--- src/rtl/sum_acc_pkg.sv ---
// Shared constants and helpers for the sum_acc accumulating adder.
package sum_acc_pkg;

  // Ceiling log2; returns 0 for inputs of 0 or 1.
  function automatic int unsigned clog2(input int unsigned v);
    int unsigned r;
    r = 0;
    while ((64'd1 << r) < 64'(v)) begin
      r = r + 1;
    end
    return r;
  endfunction

  typedef enum logic {
    ST_ACC  = 1'b0,
    ST_DONE = 1'b1
  } state_e;

  localparam int unsigned SAT_WRAP  = 0;
  localparam int unsigned SAT_CLAMP = 1;

endpackage

--- src/rtl/sum_acc_if.sv ---
// Operand (source side) and result (sink side) handshake bundle for sum_acc.
interface sum_acc_if
  import sum_acc_pkg::*;
#(
  parameter int unsigned DATA_W  = 2,
  parameter int unsigned MAX_OPS = 4
) ();

  localparam int unsigned ACC_W = DATA_W + clog2(MAX_OPS);
  localparam int unsigned CNT_W = clog2(MAX_OPS + 1);

  logic              in_valid;
  logic              in_ready;
  logic [DATA_W-1:0] in_data;
  logic              in_last;
  logic              out_valid;
  logic              out_ready;
  logic [ACC_W-1:0]  out_sum;
  logic [CNT_W-1:0]  out_count;
  logic              out_ovf;

  // Environment side: drives operands and result acceptance.
  modport master (
    output in_valid, in_data, in_last, out_ready,
    input  in_ready, out_valid, out_sum, out_count, out_ovf
  );

  // Accumulator side.
  modport slave (
    input  in_valid, in_data, in_last, out_ready,
    output in_ready, out_valid, out_sum, out_count, out_ovf
  );

endinterface

--- src/rtl/sum_acc_add_sat.sv ---
// add_sat: combinational accumulator adder with carry-out and optional clamp.
module sum_acc_add_sat
  import sum_acc_pkg::*;
#(
  parameter int unsigned DATA_W = 2,
  parameter int unsigned ACC_W  = 4,
  parameter int unsigned SAT    = SAT_WRAP
) (
  input  logic [ACC_W-1:0]  i_acc,
  input  logic [DATA_W-1:0] i_op,
  output logic [ACC_W-1:0]  o_sum,
  output logic              o_carry
);

  logic [ACC_W:0] w_full;

  assign w_full  = {1'b0, i_acc} + {{(ACC_W + 1 - DATA_W){1'b0}}, i_op};
  assign o_carry = w_full[ACC_W];
  // Clamped accumulator stays at all-ones: any further nonzero add carries again.
  assign o_sum   = ((SAT == SAT_CLAMP) && w_full[ACC_W]) ? {ACC_W{1'b1}} : w_full[ACC_W-1:0];

endmodule

--- src/rtl/sum_acc.sv ---
// sum_acc: sums a variable-length group of operands and returns sum, count and overflow.
module sum_acc
  import sum_acc_pkg::*;
#(
  parameter int unsigned DATA_W  = 2,
  parameter int unsigned MAX_OPS = 4,
  parameter int unsigned SAT     = SAT_WRAP
) (
  input logic      clk,
  input logic      rst,
  sum_acc_if.slave bus
);

  localparam int unsigned ACC_W = DATA_W + clog2(MAX_OPS);
  localparam int unsigned CNT_W = clog2(MAX_OPS + 1);

  state_e           r_state;
  state_e           w_state_d;
  logic [ACC_W-1:0] r_acc;
  logic [CNT_W-1:0] r_cnt;
  logic             r_ovf;
  logic [ACC_W-1:0] r_sum;
  logic [CNT_W-1:0] r_count;
  logic             r_out_ovf;

  logic             w_accept;
  logic [ACC_W-1:0] w_acc_nxt;
  logic             w_carry;
  logic [CNT_W-1:0] w_cnt_nxt;
  logic             w_ovf_nxt;

  sum_acc_add_sat #(
    .DATA_W (DATA_W),
    .ACC_W  (ACC_W),
    .SAT    (SAT)
  ) u_add_sat (
    .i_acc   (r_acc),
    .i_op    (bus.in_data),
    .o_sum   (w_acc_nxt),
    .o_carry (w_carry)
  );

  // Reset masks in_ready so nothing is offered as accepted while rst is held.
  assign bus.in_ready  = (r_state == ST_ACC) & ~rst;
  assign bus.out_valid = (r_state == ST_DONE);
  assign bus.out_sum   = r_sum;
  assign bus.out_count = r_count;
  assign bus.out_ovf   = r_out_ovf;

  assign w_accept  = bus.in_valid & bus.in_ready;
  assign w_cnt_nxt = (r_cnt == {CNT_W{1'b1}}) ? r_cnt : r_cnt + CNT_W'(1);
  assign w_ovf_nxt = r_ovf | w_carry;

  // Next-state decode: close a group on last accept, release on sink acceptance.
  always_comb begin
    w_state_d = r_state;
    unique case (r_state)
      ST_ACC:  if (w_accept && bus.in_last) w_state_d = ST_DONE;
      ST_DONE: if (bus.out_ready)           w_state_d = ST_ACC;
    endcase
  end

  // State, accumulator and result registers.
  always_ff @(posedge clk) begin
    if (rst) begin
      r_state   <= ST_ACC;
      r_acc     <= '0;
      r_cnt     <= '0;
      r_ovf     <= 1'b0;
      r_sum     <= '0;
      r_count   <= '0;
      r_out_ovf <= 1'b0;
    end else begin
      r_state <= w_state_d;
      if ((r_state == ST_ACC) && w_accept) begin
        r_acc <= w_acc_nxt;
        r_cnt <= w_cnt_nxt;
        r_ovf <= w_ovf_nxt;
        if (bus.in_last) begin
          r_sum     <= w_acc_nxt;
          r_count   <= w_cnt_nxt;
          r_out_ovf <= w_ovf_nxt;
        end
      end else if ((r_state == ST_DONE) && bus.out_ready) begin
        r_acc <= '0;
        r_cnt <= '0;
        r_ovf <= 1'b0;
      end
    end
  end

endmodule

--- src/flat_wrapper.sv ---
// flat-port wrapper written by rule: the top's interface ports become plain ports
module sum_acc_flat import sum_acc_pkg::*;
#(
  parameter int unsigned DATA_W  = 2,
  parameter int unsigned MAX_OPS = 4,
  parameter int unsigned SAT     = SAT_WRAP
)
  (clk, rst, bus_in_valid, bus_in_data, bus_in_last, bus_out_ready, bus_in_ready, bus_out_valid, bus_out_sum, bus_out_count, bus_out_ovf);
  sum_acc_if #(.DATA_W(DATA_W), .MAX_OPS(MAX_OPS)) bus_i ();
  input logic clk;
  input logic rst;
  input wire logic [$bits(bus_i.in_valid)-1:0] bus_in_valid;
  input wire logic [$bits(bus_i.in_data)-1:0] bus_in_data;
  input wire logic [$bits(bus_i.in_last)-1:0] bus_in_last;
  input wire logic [$bits(bus_i.out_ready)-1:0] bus_out_ready;
  output wire logic [$bits(bus_i.in_ready)-1:0] bus_in_ready;
  output wire logic [$bits(bus_i.out_valid)-1:0] bus_out_valid;
  output wire logic [$bits(bus_i.out_sum)-1:0] bus_out_sum;
  output wire logic [$bits(bus_i.out_count)-1:0] bus_out_count;
  output wire logic [$bits(bus_i.out_ovf)-1:0] bus_out_ovf;
  assign bus_i.in_valid = bus_in_valid;
  assign bus_i.in_data = bus_in_data;
  assign bus_i.in_last = bus_in_last;
  assign bus_i.out_ready = bus_out_ready;
  assign bus_in_ready = bus_i.in_ready;
  assign bus_out_valid = bus_i.out_valid;
  assign bus_out_sum = bus_i.out_sum;
  assign bus_out_count = bus_i.out_count;
  assign bus_out_ovf = bus_i.out_ovf;
  sum_acc #(.DATA_W(DATA_W), .MAX_OPS(MAX_OPS), .SAT(SAT)) u_core (.clk(clk), .rst(rst), .bus(bus_i));
endmodule
--- config.mk ---
export PLATFORM = sky130hd
export DESIGN_NAME = sum_acc_flat
export DESIGN_NICKNAME = d
export VERILOG_FILES = /design/src/rtl/sum_acc_pkg.sv /design/src/rtl/sum_acc_if.sv /design/src/rtl/sum_acc_add_sat.sv /design/src/rtl/sum_acc.sv /design/src/flat_wrapper.sv
export SDC_FILE = /design/constraint.sdc
export NUM_CORES = 1
export LEC_CHECK = 0
export CORE_UTILIZATION = 40
export DETAILED_ROUTE_END_ITERATION = 10
export GPL_TIMING_DRIVEN = 1
export PLACE_DENSITY_LB_ADDON = 0.25
export SKIP_LAST_GASP = 1
export SYNTH_ARGS = -nofsm -noshare
export SYNTH_HDL_FRONTEND = slang
export SYNTH_HIERARCHICAL = 1
export SYNTH_SLANG_ARGS = --single-unit
--- constraint.sdc ---
create_clock -name clk -period 3 [get_ports clk]
set_input_delay 0.9 -clock clk [delete_from_list [all_inputs] [get_ports clk]]
set_output_delay 0.9 -clock clk [all_outputs]
set_load 0.005 [all_outputs]
# Word level (Yosys, flattened, before mapping)
# Cells that the tools add are included.
# totals
inputBits	7
word_cells	30
ff_bits	17
output_inout_bits	10
# op_classes
bitwise	5
n_eq_ne	1
n_mux	10
n_reduce_logical	5
add_sub_neg	2
# op_table
cell	n
$mux W3	3
$mux W4	2
$add A4 B2 Y5	1
$mux W1	4
$add A3 B1 Y3 const B	1
$eq A3 B3 Y1 const B	1
$logic_and A1 B1 Y1	3
$and A1 B1 Y1	2
$not A1 Y1	2
$pmux W1 S2	1
$reduce_and A2 Y1	1
$reduce_bool A2 Y1	1
$or A1 B1 Y1	1

# Longest topological paths before layout
# Gate-level depths: netlist of the first run.
# logic_depth
ltp_word	6
mapped_depth	6

# Hierarchy
# Netlist of the first run, hierarchy kept.
# by_module_without_submodules
module	cells_each	n_inst	seq_area_each_um2	area_each_um2
sum_acc	71	1	340.3	703.2
sum_acc_add_sat	15	1	0.0	108.9

# Worst setup path before layout of the first run
# No wires, ideal clock.
# synth_timing
kind	in2out
startpoint	input rst
endpoint	output bus_in_ready
setup_slack_ns	0.735
required_ns	2.100
stages	3
arrival_ns	1.365
path_buffers	2
path_cell_list	buf_6 -> clkbuf_1 -> nor2_1
# synth_via
elab_chain_cells	2
# synth_lines
item	line	source
from (decl)	flat_wrapper.sv:11	input logic rst;
$not A1 Y1	sum_acc.sv:44	assign bus.in_ready = (r_state == ST_ACC) & ~rst;
$and A1 B1 Y1	sum_acc.sv:44	
to (decl)	flat_wrapper.sv:16	output wire logic [$bits(bus_i.in_ready)-1:0] bus_in_ready;
# No other way between the ends.

# Final worst setup path of the first run
# Same ends and word-level chain as after synthesis.

==> results of run 1 <==
## cell usage after synthesis, types with 2 or more instances
library cell   n  area, µm²
o21ai_0        2       10.0
a21oi_1        4       20.0
a22oi_1        6       45.0
nor2_1        16       60.1
dfxtp_1       17        340
nor2_2         2       12.5
nand3_1        3       15.0
nand2_1        4       15.0
ha_1           3       37.5
mux2i_1        5       50.1
inv_1          5       18.8
a211oi_2       2       25.0
clkbuf_1       2       7.51
## final cells by class
type	count	area (µm²)
clock buffer	4	26.3
fill	183	822
inverter	5	18.8
multi-input combinational	60	414
sequential	17	340
tap	25	31.3
timing repair buffer	17	168
## worst max-delay path, delay by kind of cell
family,cells,cell delay (ns)
and+or+nand+nor,1,0.10
buffers and inverters,2,0.92
## stage by stage
step	utilization, %	area (µm²)	hold slack (ns)	setup WS (ns)
after global routing	54.8	998	0.540	0.142
after floorplan	-	812	0.464	0.735
after CTS	54.8	998	0.505	0.176
final	54.8	998	0.502	0.183
after global placement	53.4	972	0.471	0.186
after detailed placement	53.4	972	0.485	0.177
## sequential cells by signal (all words and copies together), names as in the netlist
register and count:
u_core/bus.out_count 3, u_core/bus.out_ovf 1, u_core/bus.out_sum 4, u_core/bus.out_valid 1, u_core/r_acc 4, u_core/r_cnt 3
u_core/r_ovf 1
## logic make-up after synthesis
logic type	share of synthesized area, %
adders and majority gates	7.09
muxes	6.16
DFF	41.9
xor gates and xnor gates	2.16
and+or+nand+nor	19.3
AOI/OAI and AO/OA	16.3
buffers and inverters	7.09
## power breakdown
group          internal, W  switching, W
logic            0.0000382     0.0000331
registers         0.000236    0.00000823
clock network    0.0000516     0.0000672
total             0.000326      0.000108
## layer usage
metal | vias to the layer above | track usage (%)
met3 | 4 | 6.15
met5 | - | 0
met2 | 18 | 22.8
met4 | 0 | 6.29
met1 | 302 | 21.6
li1 | 332 | -
## final timing paths
path	from	to	slack [ns]	depth (start not counted)
max reg2reg	u_core/r_acc[0]	u_core/bus.out_ovf	1.47	6
min	u_core/bus.out_count[1]	u_core/bus.out_count[1]	0.50	2
min reg2reg	u_core/bus.out_count[1]	u_core/bus.out_count[1]	0.50	2
max	rst	bus_in_ready	0.18	3
==> results.yml, run 1 <==
layout:
  nNetsFinal: 115
  final_cell_mix: "dfxtp_1, clkdlybuf4s50_1, nor2_1"
  area_growth_pct: 23.0
  instances_no_fill: 128
  final_common_cell: "dfxtp_1"
  antenna_cells: 0
  layout-drive-gt1-share_pct: 8.74
setup_path:
  crit_path_frequent_cell: "clkdlybuf4s50_1"
  endpoint_kind: "output pin"
  critPathKind: "in2out"
  required_ns: 2.10
  critPathArrivalTime_ns: 1.92
  critical_path.startpoint_type: "primary input"
  max_stage_delay_ns: 0.50
  worst-path-max-fanout: 2
  crit_chain: "clkdlybuf4s50_1 -> nor2_1 -> clkdlybuf4s50_1"
  critPathSlowestCell: "clkdlybuf4s50_1"
timing:
  skew_ns: 0.00341
  rsz0062_at_grt: "false"
  finalCritPeriodShare_pct: 93.9
  setup_viol: 0
  hold_viol: 0
  worstMarginPinSlew_ns: 0.582
  slew_headroom_pct: 61.1
  setup_tns_ns: 0
  maxClockFrequency_mhz: 355
  min_period_ns: 2.82
  slew_viol_final: 0
cts:
  postCtsResizedCells: 0
  htree_num_levels: 1
  clock_latency_ns: 0.28
  cts_hold_buffers: 0
  cts_sinks: 17
  post-cts-setup-buffer-count: 0
  cts_buffers: 3
  cts-root-buf: "clkbuf_4"
  clk_pin_slew_ns: 0.09
  cts_tree: "built"
  cts_max_path_buffers: 2
floorplan:
  num_rows: 15
  die-area_um2: 2210
  die_w_um: 47.1
  io-pin-count: 17
  start_util_pct: 44.6
  die_y_um: 47.1
  core_um2: 1820
global_routing:
  globalRouteTotalUtil_pct: 16.0
  grt_pass1_vias: 556
  grt_max_degree: 19
  grt_pass1_wl_um: 2420
  antenna_found_initial: 0
  gr-total-overflow: 0
pwr:
  irDropWorstVdd_uv: 368
  p_total_w: 0.000434
  cellPowerDensity_nw_per_um2: 435
  leakage_nw: 0.366
routing:
  avgRoutedWirePerCell_um: 11.9
  firstDrtPassIters: 4
  vias_per_cell: 5.13
  met3_length_um: 73
  wl_um: 1520
  topRoutingLayerUsed: "met4"
  wl_met1_um: 730
  ant_nets: 0
  post-route-drc-count: 0
  drt_iter0_drc: 17
  wl_met2_um: 699
  vias: 656
synthesis:
  synth_edf_count: 0
  ys_seq_area_share_pct: 41.9
  synth.avg_cell_area_um2: 9.44
  syn-num-nets: 97
  synth_area_um2: 812
  synth.distinct_cells: 28
  yosys_most_used_dff: "dfxtp_1"
  async_flop_share_pct: 0
  ys_ff_latch: 17
  yosysWarningCount: 6
  synthCells: 86
placed_design:
  place.gp.congestion: 0.807
  port_buffers: 16
  dp.cells: 124
  place_hpwl_um: 1120
run:
  drv_cap: 0
run_status:
  status: "complete, no violations"
worst_hold_path:
  hold_path_class: "reg2reg"
Power figures use the tool's default switching activity.
==> run 2, diff against run 1 <==
CORE_UTILIZATION = 43   (was 40)
SKIP_CTS_REPAIR_TIMING = 1   (was unset)
clock period = 2.41 ns   (was 3 ns; I/O delays follow)
==> results.yml, run 2 (synthesis gave the netlist of run 1 again) <==
run_status:
  status: "complete, no violations"
timing:
  hold_viol: 0
  hold_slack_ns: 0.511
  finalCritPeriodShare_pct: 88.8
  min_period_ns: 2.14
  skew_ns: 0.00198
  setup_viol: 0
  slew_headroom_pct: 64.3
  maxClockFrequency_mhz: 467
  slew_viol_final: 0
  worstMarginPinSlew_ns: 0.520
  rsz0062_at_grt: "false"
pwr:
  power_frac_comb_pct: 16.5
  seq_power_share_pct: 56.2
  leakage_nw: 0.381
  pwr-share-clk_pct: 27.3
  cellPowerDensity_nw_per_um2: 536
  p_sw_w: 0.000134
  irDropWorstVdd_uv: 332
  intPower_w: 0.000406
  swShare_pct: 24.8
setup_path:
  endpoint_kind: "output pin"
  critical_path.startpoint_type: "primary input"
  crit_chain: "clkdlybuf4s50_1 -> nor2_1 -> dlymetal6s2s_1"
  worst-path-max-fanout: 2
  max_stage_delay_ns: 0.48
  critPathArrivalTime_ns: 1.42
  required_ns: 1.69
  path_delay_family: "buffers and inverters"
  crit_buf_inv: 2
  reg2reg_slack_ns: 0.88
  critPathSlowestCell: "clkdlybuf4s50_1"
  critPathKind: "in2out"
layout:
  area_growth_pct: 24.2
  layout-drive-gt1-share_pct: 9.62
  instances_no_fill: 129
  nNetsFinal: 116
  antenna_cells: 0
  final_cell_mix: "dfxtp_1, nor2_1, clkdlybuf4s50_1"
  final_common_cell: "dfxtp_1"
floorplan:
  start_util_pct: 46.5
  core_um2: 1750
  die_w_um: 45.5
  die-area_um2: 2070
  die_y_um: 45.5
  num_rows: 15
  io-pin-count: 17
placed_design:
  place_hpwl_um: 1080
  place.gp.congestion: 0.809
  dp.cells: 125
  port_buffers: 16
cts:
  cts-root-buf: "clkbuf_4"
  clock_latency_ns: 0.28
  htree_num_levels: 1
  cts_tree: "built"
  clk_pin_slew_ns: 0.09
  cts_buffers: 3
  cts_sinks: 17
  cts_max_path_buffers: 2
worst_hold_path:
  hold_path_class: "reg2reg"
global_routing:
  gr-total-overflow: 0
  globalRouteTotalUtil_pct: 17.1
  antenna_found_initial: 0
  grt_pass1_wl_um: 2500
  grt_pass1_vias: 610
  grt_max_degree: 19
routing:
  vias: 648
  wl_met1_um: 727
  firstDrtPassIters: 4
  post-route-drc-count: 0
  met3_length_um: 56
  wl_um: 1490
  wl_met2_um: 694
  vias_per_cell: 5.02
  topRoutingLayerUsed: "met4"
  drt_iter0_drc: 13
  ant_nets: 0
  avgRoutedWirePerCell_um: 11.6
run:
  drv_cap: 0
-- run 2: cell types whose count changed in the layout (fill, tap and decap cells not counted), sizes merged --
| cell | change |
|---|---|
| dlymetal6s2s | +1 |
| clkdlybuf4s50 | -1 |
| buf | +1 |
-- run 2: power by group through the flow --
stage               sequential, W  clock [W]  combinational (W)
global route             0.000306   0.000165           0.000101
detailed placement       0.000310          0          0.0000899
finish                   0.000304   0.000148          0.0000890
global placement         0.000310          0          0.0000874
CTS                      0.000304   0.000156          0.0000903
floorplan                0.000309          0          0.0000565
-- run 2: final cells by class --
cell class	count	area, µm²
flip-flops and latches	17	340
inverters	5	18.8
well taps	25	31.3
multi-input cells	60	414
fillers	167	737
clock buffers	4	26.3
repair buffers	18	178
-- run 2: per-layer routing --
layer	vias to the layer above	GRT usage, %
met5	-	0
li1	333	-
met2	10	26.9
met4	0	8.48
met1	303	22.1
met3	2	3.57
-- run 2: final timing paths --
kind,cells past startpoint,from,end
max,3,rst,bus_in_ready
min reg2reg,2,u_core/bus.out_sum[0],u_core/bus.out_sum[0]
min,2,u_core/bus.out_sum[0],u_core/bus.out_sum[0]
max reg2reg,6,u_core/r_acc[0],u_core/bus.out_ovf
-- run 2: tightest hold or removal path, stage by stage (launching register included) --
cell and delay, ns:
dfxtp_1 0.34, mux2i_1 0.07, nor2_1 0.07
-- run 2: per-stage QoR --
step	power, W	setup TNS (ns)	util, %	instance area [µm²]	worst slack, ns
floorplan	0.000366	0	-	812	0.499
global placement	0.000397	-0.0671	56.1	980	-0.0671
detailed placement	0.000400	-0.115	56.1	980	-0.115
CTS	0.000550	-0.118	57.6	1010	-0.118
global route	0.000572	0	57.8	1010	0.253
finish	0.000541	0	57.8	1010	0.270
